--- config.mk ---
export PLATFORM = sky130hd
export DESIGN_NAME = jk_cmd_driver
export DESIGN_NICKNAME = d
export VERILOG_FILES = /design/src/rtl/jk_pkg.sv /design/src/rtl/jk_cmd_fifo.sv /design/src/rtl/jk_cmd_driver.sv
export SDC_FILE = /design/constraint.sdc
export NUM_CORES = 1
export LEC_CHECK = 0
export BUFFER_PORTS_ARGS = -buffer_cell sky130_fd_sc_hd__buf_4
export CAP_MARGIN = 40
export CORE_MARGIN = 2
export CORE_UTILIZATION = 49
export DETAILED_ROUTE_END_ITERATION = 16
export PLACE_DENSITY = 0.74
export SYNTH_ARGS = -nofsm -noshare
export SYNTH_HDL_FRONTEND = slang
export SYNTH_HIERARCHICAL = 1
export SYNTH_SLANG_ARGS = --single-unit
--- constraint.sdc ---
create_clock -name clk -period 1.9 [get_ports clk]
set_input_delay 0.57 -clock clk [delete_from_list [all_inputs] [get_ports clk]]
set_output_delay 0.57 -clock clk [all_outputs]
set_load 0.02 [all_outputs]
--- src/rtl/jk_pkg.sv ---
// Shared types and constants for the JK flop command driver.
//   jk_cmd_t       : {j,k} command encoding (hold / reset / set / toggle)
//   jk_drv_state_t : driver FSM states
//   ERR_MAX        : saturation value of the error counter
//   jk_next()      : JK characteristic function, used as the reference model
package jk_pkg;

  typedef enum logic [1:0] {
    JK_HOLD = 2'b00,
    JK_RST  = 2'b01,
    JK_SET  = 2'b10,
    JK_TOG  = 2'b11
  } jk_cmd_t;

  typedef enum logic [1:0] {
    IDLE  = 2'd0,
    DRIVE = 2'd1,
    CHECK = 2'd2
  } jk_drv_state_t;

  localparam logic [7:0] ERR_MAX = 8'd255;

  // Next q of a JK flop given current q and the applied {j,k}.
  function automatic logic jk_next(input logic q, input jk_cmd_t c);
    logic r;
    case (c)
      JK_HOLD: r = q;
      JK_RST:  r = 1'b0;
      JK_SET:  r = 1'b1;
      default: r = ~q;
    endcase
    return r;
  endfunction

endpackage

--- src/rtl/jk_cmd_fifo.sv ---
// Small synchronous FIFO holding 2-bit JK commands.
// Ports:
//   clk, rst_n : clock, asynchronous active-low reset
//   i_push     : write i_din (ignored while full)
//   i_pop      : drop the head entry (ignored while empty)
//   i_din      : command to write
//   o_dout     : head entry (valid while !o_empty)
//   o_full     : DEPTH entries stored
//   o_empty    : no entries stored
//   o_count    : number of stored entries, 0..DEPTH
module jk_cmd_fifo #(
  parameter  int DEPTH = 4,
  localparam int AW    = $clog2(DEPTH),
  localparam int CW    = AW + 1
) (
  input  logic          clk,
  input  logic          rst_n,
  input  logic          i_push,
  input  logic          i_pop,
  input  logic [1:0]    i_din,
  output logic [1:0]    o_dout,
  output logic          o_full,
  output logic          o_empty,
  output logic [CW-1:0] o_count
);

  logic [1:0]    r_mem [DEPTH];
  logic [AW-1:0] r_wr_ptr;
  logic [AW-1:0] r_rd_ptr;
  logic [CW-1:0] r_count;
  logic          w_push_ok;
  logic          w_pop_ok;

  assign o_full    = (r_count == CW'(DEPTH));
  assign o_empty   = (r_count == '0);
  assign o_count   = r_count;
  assign o_dout    = r_mem[r_rd_ptr];
  assign w_push_ok = i_push & ~o_full;
  assign w_pop_ok  = i_pop & ~o_empty;

  // Storage needs no reset: entries are only read once counted in.
  always_ff @(posedge clk) begin
    if (w_push_ok) r_mem[r_wr_ptr] <= i_din;
  end

  // DEPTH is a power of two, so pointers wrap by natural overflow; the
  // extra count bit is what separates full from empty.
  always_ff @(posedge clk or negedge rst_n) begin
    if (!rst_n) begin
      r_wr_ptr <= '0;
      r_rd_ptr <= '0;
      r_count  <= '0;
    end else begin
      if (w_push_ok) r_wr_ptr <= r_wr_ptr + AW'(1);
      if (w_pop_ok)  r_rd_ptr <= r_rd_ptr + AW'(1);
      case ({w_push_ok, w_pop_ok})
        2'b10:   r_count <= r_count + CW'(1);
        2'b01:   r_count <= r_count - CW'(1);
        default: r_count <= r_count;
      endcase
    end
  end

endmodule

--- src/rtl/jk_cmd_driver.sv ---
// Command-driven stimulus and checker for the JK flop.
// Commands are buffered, each turned into a one-cycle {j,k} pulse, and the
// flop's returned q/q_bar compared against an internal prediction.
// Ports:
//   clk, rst_n          : clock shared with the flop, async active-low reset
//   i_cmd_valid/o_cmd_ready/i_cmd : command handshake, {j,k} encoding
//   o_j, o_k            : registered drive to the flop
//   i_q_in, i_q_bar_in  : flop outputs
//   o_busy              : work pending (FIFO non-empty or FSM not IDLE)
//   o_fifo_count        : buffered commands
//   i_err_clr           : synchronous clear of o_mismatch / o_err_count
//   o_mismatch          : sticky compare-failure flag
//   o_err_count         : saturating count of failed compares
//   o_state             : current FSM state (debug)
// Handshake: a command transfers on a rising edge where i_cmd_valid and
// o_cmd_ready are both 1. o_cmd_ready is !full from registered state only;
// upstream must hold i_cmd stable while i_cmd_valid is high and not accepted.
module jk_cmd_driver
  import jk_pkg::*;
#(
  parameter  int DEPTH    = 4,
  parameter  bit CHECK_EN = 1'b1,
  localparam int CW       = $clog2(DEPTH) + 1
) (
  input  logic          clk,
  input  logic          rst_n,
  input  logic          i_cmd_valid,
  output logic          o_cmd_ready,
  input  logic [1:0]    i_cmd,
  output logic          o_j,
  output logic          o_k,
  input  logic          i_q_in,
  input  logic          i_q_bar_in,
  output logic          o_busy,
  output logic [CW-1:0] o_fifo_count,
  input  logic          i_err_clr,
  output logic          o_mismatch,
  output logic [7:0]    o_err_count,
  output logic [1:0]    o_state
);

  jk_drv_state_t r_state;
  jk_drv_state_t w_state_nxt;
  logic          r_j;
  logic          r_k;
  logic          r_pred;
  logic          r_mismatch;
  logic [7:0]    r_err_count;
  logic          w_push;
  logic          w_pop;
  logic          w_full;
  logic          w_empty;
  logic          w_fail;
  logic [1:0]    w_head;
  logic [1:0]    w_jk_nxt;

  assign w_push = i_cmd_valid & ~w_full;

  jk_cmd_fifo #(.DEPTH(DEPTH)) u_fifo (
    .clk     (clk),
    .rst_n   (rst_n),
    .i_push  (w_push),
    .i_pop   (w_pop),
    .i_din   (i_cmd),
    .o_dout  (w_head),
    .o_full  (w_full),
    .o_empty (w_empty),
    .o_count (o_fifo_count)
  );

  always_ff @(posedge clk or negedge rst_n) begin
    if (!rst_n) r_state <= IDLE;
    else        r_state <= w_state_nxt;
  end

  // CHECK pops straight into DRIVE so back-to-back commands take two cycles.
  always_comb begin
    w_state_nxt = r_state;
    w_pop       = 1'b0;
    w_jk_nxt    = 2'b00;
    case (r_state)
      IDLE: begin
        if (!w_empty) begin
          w_pop       = 1'b1;
          w_jk_nxt    = w_head;
          w_state_nxt = DRIVE;
        end
      end
      DRIVE: w_state_nxt = CHECK;
      CHECK: begin
        if (!w_empty) begin
          w_pop       = 1'b1;
          w_jk_nxt    = w_head;
          w_state_nxt = DRIVE;
        end else begin
          w_state_nxt = IDLE;
        end
      end
      default: w_state_nxt = IDLE;
    endcase
  end

  // The flop samples j,k at the end of DRIVE; pred advances on that same edge
  // so that during CHECK it names the value the flop should now hold.
  always_ff @(posedge clk or negedge rst_n) begin
    if (!rst_n) begin
      r_j    <= 1'b0;
      r_k    <= 1'b0;
      r_pred <= 1'b0;
    end else begin
      r_j <= w_jk_nxt[1];
      r_k <= w_jk_nxt[0];
      if (r_state == DRIVE) r_pred <= jk_next(r_pred, jk_cmd_t'({r_j, r_k}));
    end
  end

  assign w_fail = CHECK_EN && (r_state == CHECK) &&
                  ((i_q_in != r_pred) || (i_q_bar_in == i_q_in));

  // A failure coinciding with err_clr wins and restarts the count at 1.
  always_ff @(posedge clk or negedge rst_n) begin
    if (!rst_n) begin
      r_mismatch  <= 1'b0;
      r_err_count <= 8'd0;
    end else if (w_fail) begin
      r_mismatch <= 1'b1;
      if (i_err_clr)                   r_err_count <= 8'd1;
      else if (r_err_count != ERR_MAX) r_err_count <= r_err_count + 8'd1;
    end else if (i_err_clr) begin
      r_mismatch  <= 1'b0;
      r_err_count <= 8'd0;
    end
  end

  assign o_cmd_ready = ~w_full;
  assign o_j         = r_j;
  assign o_k         = r_k;
  assign o_busy      = ~w_empty | (r_state != IDLE);
  assign o_mismatch  = r_mismatch;
  assign o_err_count = r_err_count;
  assign o_state     = r_state;

endmodule

==> results of run 1 <==
metrics by stage:
step	setup slack, ns	std cells
floorplan	-0.127	127
global route	-0.105	201
finish	-0.0293	201
CTS	-0.0697	201
detailed placement	-0.142	191
global placement	-0.0639	191
layer usage:
layer / vias to the layer above / GRT usage
li1: 524 / -
met1: 519 / 0.219
met2: 29 / 0.283
met3: 6 / 0.0655
met4: 0 / 0.0877
met5: - / 0
sequential cells by signal, summed over array words and instances, names as in the netlist:
register / cells
o_state: 2
o_mismatch: 1
o_err_count: 8
u_fifo/r_mem: 8
u_fifo/o_count: 3
u_fifo/r_rd_ptr: 2
o_j: 1
u_fifo/r_wr_ptr: 2
o_k: 1
r_pred: 1
critical path, stage by stage (launching register included):
cell and delay, ns:
dfrtp_2 0.46, nor3_2 0.24, buf_4 0.15, nand2_1 0.04
buf_4 0.15
layout by cell type (no fill, tap or decap), drive strengths merged, types with 2 or more instances in the layout:
master / synthesis / final
xnor2: 3 / 3
nor2: 8 / 8
clkinv: 0 / 2
ha: 8 / 8
o31ai: 2 / 2
a21oi: 3 / 3
clkbuf: 0 / 5
o31a: 2 / 2
mux2i: 2 / 2
xor2: 3 / 3
o21ai: 4 / 4
mux4: 2 / 2
o21bai: 2 / 2
nand2b: 2 / 2
buf: 1 / 35
nor3b: 3 / 3
nor3: 4 / 4
or4: 2 / 2
dfrtp: 21 / 21
nand2: 5 / 5
nor2b: 5 / 5
inv: 12 / 12
edfxtp: 8 / 8
and2: 6 / 6
nand3: 6 / 6
power breakdown:
group | total (mW) | leakage, nW | internal (mW) | switching, mW
logic | 1.35 | 0.452 | 0.713 | 0.641
clock network | 0.357 | 0.0310 | 0.139 | 0.218
registers | 1.03 | 0.338 | 0.844 | 0.191
cells by family (layout without fill, tap and decap cells):
group | after synthesis | in the layout | synth area share
multiplexers | 5 | 5 | 0.0533
buffers and inverters | 14 | 55 | 0.0433
adder cells (fa/ha/maj) | 9 | 9 | 0.0800
flip-flops | 29 | 29 | 0.510
XOR/XNOR | 6 | 6 | 0.0350
AO/OA/AOI/OAI | 15 | 15 | 0.0683
AND/OR/NAND/NOR | 49 | 49 | 0.210
repair_timing:
| action | in CTS | in global routing |
|---|---|---|
| gates resized for setup | 1 | 2 |
| pin swaps | 1 | 0 |
| endpoints found under the setup margin | 4 | 3 |
| setup buffers | 2 | 0 |
| hold endpoints to repair | 0 | 0 |
area by class of cell:
| type | instances | area (um^2) | share of cell area |
|---|---|---|---|
| sequential | 29 | 769 | 0.413 |
| multi-input combinational | 84 | 691 | 0.370 |
| timing repair buffer | 35 | 263 | 0.141 |
| inverter | 12 | 45.0 | 0.0242 |
| tap | 33 | 41.3 | 0.0221 |
| clock buffer | 5 | 37.5 | 0.0201 |
| clock inverter | 3 | 17.5 | 0.00940 |
final timing paths:
kind	to
worst max-delay path	o_busy
worst min-delay path	o_err_count[5]$_DFFE_PN0P_
worst max register to register	u_fifo/o_count[2]$_DFFE_PN0P_
worst min register to register	o_mismatch$_DFFE_PN0P_
max in group asynchronous	u_fifo/o_count[1]$_DFFE_PN0P_
min in group clk	u_fifo/r_mem[0][0]$_DFFE_PP_
==> flow_metrics.env, run 1 <==
export IMPL_setup_viol=2
export IMPL_wl_met3_um=144
export IMPL_vias=1078
export IMPL_nets=184
export IMPL_min_path_type="in2async"
export IMPL_synth_area_leaders="dfrtp_1 35%, edfxtp_1 16%, ha_1 6.7%"
export IMPL_clock_skew_ns=0.00361
export IMPL_final_util=0.626
export IMPL_reg2reg_depth=10
export IMPL_synth_seq_cells=29
export IMPL_route_met2_wl_um=1390
export IMPL_coreArea_um2=2980
export IMPL_wl_per_cell_um=13.6
export IMPL_cts_buffer_depth=2
export IMPL_required_ns=1.33
export IMPL_syn_avg_cell_area_um2=11.8
export IMPL_wl_met1_um=1140
export IMPL_peakVddDrop_mv=1.09
export IMPL_cts_tree="built"
export IMPL_startpoint_type="flop"
export IMPL_ys_flop_type="dfrtp_1"
export IMPL_powerDensity_nw_per_um2=1470
export IMPL_root_buffer="clkbuf_4"
export IMPL_p_leak_nw=0.821
export IMPL_setup_ws_ns=-0.0293
export IMPL_drtIter0Drc=79
export IMPL_synth_distinct_cells=39
export IMPL_slew_headroom=0.651
export IMPL_portBuffers=25
export IMPL_routabilityCongestion=0.759
export IMPL_violations="setup timing"
export IMPL_hold_violations=0
export IMPL_r2r_start="u_fifo/o_count[0]$_DFFE_PN0P_"
export IMPL_rows=20
export IMPL_start_util=0.504
export IMPL_finalMaxSlewViolations=0
export IMPL_synthToLayoutAreaGrowth_pct=24.2
export IMPL_grt_overflow=0
export IMPL_wirelength_um=2730
export IMPL_synth_top_cell_area_share=0.350
export IMPL_fin_crit_ns=1.93
export IMPL_grt_antenna_before_repair=0
export IMPL_synth_fp_nets=144
export IMPL_p_total_mw=2.75
export IMPL_fp_dieArea_um2=3520
export IMPL_path_class="reg2out"
export IMPL_fin_area_um2=1860
export IMPL_die_w_um=59.4
export IMPL_status="finished with violations"
export IMPL_die_height_um=59.4
export IMPL_grt_max_degree=22
export IMPL_worst_slew_pin_slew_ns=0.522
export IMPL_syn_area_um2=1500
export IMPL_cp_max_fo=4
export IMPL_synth_most_common_cell="dfrtp_1"
export IMPL_grt_pass1_wl_um=4560
export IMPL_via_per_inst=5.36
export IMPL_drt_pass1_iterations=4
export IMPL_dpl_cell_area_um2=1780
export IMPL_worst_hold_slack_ns=0.105
export IMPL_htreeDepth=2
export IMPL_startpoint="u_fifo/o_count[1]$_DFFE_PN0P_"
export IMPL_layout_drive_gt1_share=0.369
export IMPL_rrSetupSlack_ns=-0.01
export IMPL_synthArstFlopShare=0.724
export IMPL_max_cap_violations=0
export IMPL_fin_crit_sh=1.02
export IMPL_top_layer="met4"
export IMPL_drc_errors=0
export IMPL_fmax_mhz=518
export IMPL_clkSinkCount=29
export IMPL_synth_edf_count=8
export IMPL_yosys_warnings=6
export IMPL_synth_cells=127
export IMPL_rsz0062_at_grt="yes"
export IMPL_cts_buffers=5
export IMPL_nFillCells=255
export IMPL_ant_nets=0
export IMPL_insertion_delay_ns=0.33
export IMPL_io_pins=26
export IMPL_antenna_cells=0
export IMPL_synth_largest_area_cell="dfrtp_1"
export IMPL_seq_area_frac_synth=0.510
export IMPL_hold_buffers=0
export IMPL_tns_ns=-0.0391
export IMPL_first_global_vias=1042
export IMPL_ys_top_cells_by_count="21 x dfrtp_1, 12 x inv_1, 8 x edfxtp_1, 8 x ha_1, 8 x nor2_1"
export IMPL_endpoint_kind="primary output"
export IMPL_arrival_ns=1.36
export IMPL_grt_usage=0.180
export IMPL_dpl_hpwl_um=2030
export IMPL_clk_pin_slew_ns=0.09
(Power assumes the default switching activity.)
==> run 2: changes to the inputs <==
==> constraint.sdc (replaced) <==
create_clock -name clk -period 1.9 [get_ports clk]
set_input_delay 0.095 -clock clk [delete_from_list [all_inputs] [get_ports clk]]
set_output_delay 0.095 -clock clk [all_outputs]
set_load 0.02 [all_outputs]
==> flow_metrics.env, run 2 (synthesis results as in run 1) <==
export IMPL_status="finished with violations"
export IMPL_violations="setup timing"
export IMPL_via_per_inst=5.28
export IMPL_worst_slew_pin_slew_ns=0.500
export IMPL_portBuffers=25
export IMPL_setup_ws_ns=-0.0143
export IMPL_peakVddDrop_mv=0.843
export IMPL_timing_critical_path_to="u_fifo/o_count[2]$_DFFE_PN0P_"
export IMPL_io_pins=26
export IMPL_final_cells=203
export IMPL_cts_buffer_depth=2
export IMPL_powerDensity_nw_per_um2=1490
export IMPL_fmax_mhz=522
export IMPL_placed_cells=189
export IMPL_grt_antenna_before_repair=0
export IMPL_first_global_vias=1054
export IMPL_grt_overflow=0
export IMPL_clkSinkCount=29
export IMPL_drtIter0Drc=30
export IMPL_cp_max_fo=3
export IMPL_p_leak_nw=0.836
export IMPL_endpoint_kind="flop"
export IMPL_startpoint_type="flop"
export IMPL_arrival_ns=2.17
export IMPL_final_common_cell="buf_4"
export IMPL_synthToLayoutAreaGrowth_pct=27.1
export IMPL_path_class="reg2reg"
export IMPL_layout_drive_gt1_share=0.341
export IMPL_coreArea_um2=2980
export IMPL_insertion_delay_ns=0.33
export IMPL_routabilityCongestion=0.741
export IMPL_drt_pass1_iterations=4
export IMPL_wl_per_cell_um=14.1
export IMPL_required_ns=2.16
export IMPL_vias=1071
export IMPL_start_util=0.504
export IMPL_max_cap_violations=0
export IMPL_slew_headroom=0.665
export IMPL_die_height_um=59.4
export IMPL_r2r_start="u_fifo/o_count[1]$_DFFE_PN0P_"
export IMPL_mostFrequentLayoutCells="33 x buf_4, 18 x dfrtp_1, 10 x inv_1"
export IMPL_dpl_hpwl_um=2120
export IMPL_setup_viol=1
export IMPL_startpoint="u_fifo/o_count[1]$_DFFE_PN0P_"
export IMPL_grt_usage=0.192
export IMPL_fin_crit_ns=1.91
export IMPL_clk_pin_slew_ns=0.09
export IMPL_nets=186
export IMPL_rsz0062_at_grt="yes"
export IMPL_nFillCells=236
export IMPL_ant_nets=0
export IMPL_reg2reg_depth=10
export IMPL_htreeDepth=2
export IMPL_root_buffer="clkbuf_4"
export IMPL_fin_crit_sh=1.01
export IMPL_grt_pass1_wl_um=4760
export IMPL_drc_errors=0
export IMPL_clock_skew_ns=0.00333
export IMPL_rows=20
export IMPL_wirelength_um=2870
export IMPL_min_path_type="in2async"
export IMPL_die_w_um=59.4
export IMPL_finalMaxSlewViolations=0
export IMPL_cts_buffers=5
export IMPL_grt_max_degree=22
export IMPL_fp_dieArea_um2=3520
export IMPL_cpPeakStageDelay_ns=0.45
export IMPL_hold_violations=0
export IMPL_path_cells="nor3b_4 -> nor2b_1 -> nor2b_4 -> inv_2 -> ha_4 -> inv_2 -> fa_2 -> xor2_1 -> nor2_1 -> xor2_1"
export IMPL_antenna_cells=0
export IMPL_rrSetupSlack_ns=-0.01
export IMPL_crit_slowest_cell="dfrtp_2"
export IMPL_cts_tree="built"
export IMPL_r2r_end="u_fifo/o_count[2]$_DFFE_PN0P_"
export IMPL_worst_hold_slack_ns=0.180
[run 2: cell count changes in the layout (fill, tap and decap cells not counted), sizes merged]
cell,delta
clkinv,-1
dlygate4sd3,+4
bufinv,+1
buf,-2
[run 2: how the worst min path moves through the flow]
stage                      from                        endpoint  slack (ns)
after global placement    rst_n                   o_j$_DFF_PN0_      -0.008
after floorplan           rst_n      o_err_count[0]$_DFFE_PN0P_       -0.20
after CTS                 rst_n      o_err_count[1]$_DFFE_PN0P_        0.17
final                     rst_n              r_pred$_DFFE_PN0P_        0.18
after detailed placement  rst_n              r_pred$_DFFE_PN0P_     -0.0006
after global routing      rst_n  u_fifo/r_rd_ptr[1]$_DFFE_PN0P_        0.18
[run 2: what timing repair did]
| action | 4_1_cts | 5_1_grt |
|---|---|---|
| buffers inserted | 2 | 0 |
| endpoints found under the setup margin | 1 | 2 |
| endpoints found under the hold margin | 31 | 0 |
| pin swaps | 3 | 0 |
| cloned | 0 | 0 |
| hold buffers | 4 | 0 |
| gates resized for setup | 0 | 2 |
[run 2: power breakdown]
part	internal, mW	total, mW	switching (mW)	leakage, nW
Sequential	0.844	1.02	0.181	0.338
Combinational	0.695	1.33	0.638	0.459
Clock	0.272	0.489	0.217	0.0389
Total	1.81	2.85	1.04	0.836
[run 2: routing by layer]
layer / vias up / GRT usage / wire (um)
met2: 21 / 0.314 / 1490
met3: 4 / 0.0764 / 136
met4: 0 / 0.0942 / 35
li1: 527 / - / -
met1: 519 / 0.218 / 1200
met5: - / 0 / 0
[run 2: cell type report]
| type | instances | area, um^2 | share of cell area |
|---|---|---|---|
| clock inverter | 3 | 41.3 | 0.0216 |
| sequential | 29 | 769 | 0.403 |
| multi-input combinational | 84 | 686 | 0.359 |
| clock buffer | 5 | 37.5 | 0.0197 |
| inverter | 12 | 45.0 | 0.0236 |
| timing repair buffer | 37 | 288 | 0.151 |
| tap | 33 | 41.3 | 0.0216 |
[run 2: stage by stage]
step                 util  setup WS (ns)  cell area (um^2)  power, mW  TNS (ns)
finish              0.641        -0.0143              1910       2.85   -0.0143
global route        0.641         -0.119              1910       3.06    -0.141
CTS                 0.637        -0.0590              1900       2.84   -0.0590
detailed placement  0.592        -0.0716              1760       2.30   -0.0716
global placement    0.592         0.0219              1760       2.22         0
floorplan               -         -0.127              1510       1.86    -0.137
[run 2: critical path, delay by kind of cell (launching register included)]
family	cells	cell delay [ns]
flip-flops	1	0.45
AND/OR/NAND/NOR	4	0.54
adder cells (fa/ha/maj)	2	0.46
buffers and inverters	2	0.10
XOR/XNOR	2	0.30
==> run 3: changes to the inputs <==
ABC_AREA = 1   (was default)
CORE_UTILIZATION = 50   (was 49)
PLACE_DENSITY = 0.75   (was 0.74)
==> flow_metrics.env, run 3 <==
export IMPL_synth_area_leaders="dfrtp_1 32%, edfxtp_1 15%, nand2_1 11%"
export IMPL_synth_distinct_cells=26
export IMPL_drt_pass1_iterations=4
export IMPL_fp_dieArea_um2=3750
export IMPL_ys_flop_type="dfrtp_1"
export IMPL_required_ns=2.12
export IMPL_insertion_delay_ns=0.32
export IMPL_seq_area_um2=769
export IMPL_seq_area_frac_synth=0.468
export IMPL_status="finished, final reports clean"
export IMPL_max_cap_violations=0
export IMPL_synth_cells=195
export IMPL_clkSinkCount=29
export IMPL_portBuffers=25
export IMPL_clock_skew_ns=0.00784
export IMPL_synth_fp_nets=212
export IMPL_nets=252
export IMPL_hold_violations=0
export IMPL_setup_viol=0
export IMPL_start_util=0.532
export IMPL_grt_usage=0.178
export IMPL_drc_errors=0
export IMPL_cts_buffers=5
export IMPL_slew_headroom=0.715
export IMPL_grt_max_degree=22
export IMPL_yosys_warnings=6
export IMPL_startpoint="u_fifo/o_count[2]$_DFFE_PN0P_"
export IMPL_grt_pass1_wl_um=4840
export IMPL_routabilityCongestion=0.813
export IMPL_rows=20
export IMPL_ys_top_cells_by_count="49 x nand2_1, 31 x inv_1, 21 x dfrtp_1"
export IMPL_min_path_type="in2reg"
export IMPL_antenna_cells=0
export IMPL_htreeDepth=2
export IMPL_layout_drive_gt1_share=0.305
export IMPL_wl_per_cell_um=9.99
export IMPL_coreArea_um2=3080
export IMPL_grt_antenna_before_repair=0
export IMPL_synth_seq_cells=29
export IMPL_powerDensity_nw_per_um2=1370
export IMPL_cp_max_fo=4
export IMPL_reg2reg_depth=13
export IMPL_arrival_ns=2.02
export IMPL_dpl_hpwl_um=2090
export IMPL_path_class="reg2reg"
export IMPL_r2r_end="u_fifo/o_count[2]$_DFFE_PN0P_"
export IMPL_vias=1334
export IMPL_final_common_cell="nand2_1"
export IMPL_io_pins=26
export IMPL_finalMaxSlewViolations=0
export IMPL_synthArstFlopShare=0.724
export IMPL_synth_edf_count=8
export IMPL_timing_critical_path_to="u_fifo/o_count[2]$_DFFE_PN0P_"
export IMPL_first_global_vias=1115
export IMPL_nFillCells=255
export IMPL_p_total_mw=2.80
export IMPL_fmax_mhz=554
export IMPL_via_per_inst=4.76
export IMPL_multiInputGateArea_um2=757
export IMPL_synth_most_common_cell="nand2_1"
export IMPL_synthToLayoutAreaGrowth_pct=24.5
export IMPL_die_w_um=61.2
export IMPL_p_leak_nw=1.02
export IMPL_synth_largest_area_cell="dfrtp_1"
export IMPL_cts_buffer_depth=2
export IMPL_final_cells=280
export IMPL_syn_avg_cell_area_um2=8.40
export IMPL_peakVddDrop_mv=1.06
export IMPL_ant_nets=0
export IMPL_synth_top_cell_area_share=0.321
export IMPL_worst_slew_pin_slew_ns=0.428
export IMPL_cts_tree="built"
export IMPL_wirelength_um=2800
export IMPL_drtIter0Drc=61
export IMPL_fin_crit_ns=1.80
export IMPL_die_height_um=61.2
export IMPL_root_buffer="clkbuf_4"
export IMPL_clk_pin_slew_ns=0.09
export IMPL_fin_crit_sh=0.949
export IMPL_endpoint_kind="flop"
export IMPL_syn_area_um2=1640
export IMPL_mostFrequentLayoutCells="47 x nand2_1, 31 x buf_4, 26 x inv_1"
export IMPL_r2r_start="u_fifo/o_count[2]$_DFFE_PN0P_"
export IMPL_placed_cells=267
export IMPL_rrSetupSlack_ns=0.1
export IMPL_grt_overflow=0
export IMPL_startpoint_type="flop"
[run 3: cell count changes in the layout (fill, tap and decap cells not counted), moves of 4 or more]
cell	delta
nand2_1	+42
inv_1	+16
nand3_1	+14
inv_2	+6
nand2_2	+6
nand4_1	+6
nor2_1	+5
and2_1	-4
nor2_4	+4
nor2b_1	-4
o211ai_1	+4
[run 3: cell families after synthesis]
group | synth area share
simple gates | 0.326
buf+inv | 0.0856
flops | 0.468
compound gates | 0.0367
fa+ha+maj | 0.0733
xor+xnor | 0.0107
[run 3: timing repair]
action / in CTS / in global routing
gates resized for setup: 0 / 13
setup buffers: 0 / 2
hold endpoints to repair: 29 / 0
endpoints found under the setup margin: 0 / 2
hold buffers: 3 / 0
[run 3: report_power, final]
group | internal [mW] | switching [mW] | total [mW] | leakage (nW)
logic | 0.612 | 0.837 | 1.45 | 0.652
clock network | 0.139 | 0.209 | 0.348 | 0.0310
registers | 0.839 | 0.159 | 0.998 | 0.342
total | 1.59 | 1.20 | 2.80 | 1.02
[run 3: how the worst min path moves through the flow]
stage / slack, ns / cells past startpoint / to / start
global placement: -0.01 / 1 / o_err_count[5]$_DFFE_PN0P_ / rst_n
finish: 0.11 / 5 / o_err_count[0]$_DFFE_PN0P_ / i_err_clr
CTS: 0.1 / 5 / o_err_count[0]$_DFFE_PN0P_ / i_err_clr
global route: 0.10 / 5 / o_err_count[0]$_DFFE_PN0P_ / i_err_clr
floorplan: -0.20 / 0 / o_err_count[0]$_DFFE_PN0P_ / rst_n
detailed placement: -0.007 / 1 / o_err_count[5]$_DFFE_PN0P_ / rst_n
[run 3: stage by stage]
step | hold WS (ns) | TNS, ns | util | worst slack, ns | instance area, um^2
3_5_place_dp | -0.00688 | 0 | 0.622 | 0.0617 | 1910
3_3_place_gp | -0.00955 | 0 | 0.622 | 0.0671 | 1910
5_1_grt | 0.104 | -0.0110 | 0.663 | -0.0110 | 2040
4_1_cts | 0.0979 | 0 | 0.650 | 0.0352 | 2000
2_1_floorplan | -0.201 | 0 | - | 0.0179 | 1650
6_report | 0.114 | 0 | 0.663 | 0.0961 | 2040
[run 3: metal layers]
metal | up-vias | routed length, um | global-route usage
met1 | 595 | 1370 | 0.247
met3 | 6 | 169 | 0.0609
li1 | 704 | - | -
met5 | - | 0 | 0
met2 | 29 | 1210 | 0.255
met4 | 0 | 48 | 0.0745
[run 3: cell type report]
| class | instances | share of cell area |
|---|---|---|
| flip-flops and latches | 29 | 0.377 |
| multi-input cells | 129 | 0.371 |
| repair buffers | 34 | 0.129 |
| inverters | 36 | 0.0687 |
| well taps | 44 | 0.0270 |
| clock buffers | 5 | 0.0184 |
| clock inverters | 3 | 0.00859 |
[run 3: critical path: stages, from the launching register on]
cell and delay (ns):
dfrtp_2 0.43, inv_2 0.06, nand3_2 0.07, inv_2 0.05
nor2_4 0.12, nand2_2 0.07, inv_2 0.05, ha_2 0.19
inv_2 0.05, fa_2 0.38, nand2_2 0.08, nand3_1 0.06
nand2_1 0.05, nand2_1 0.04
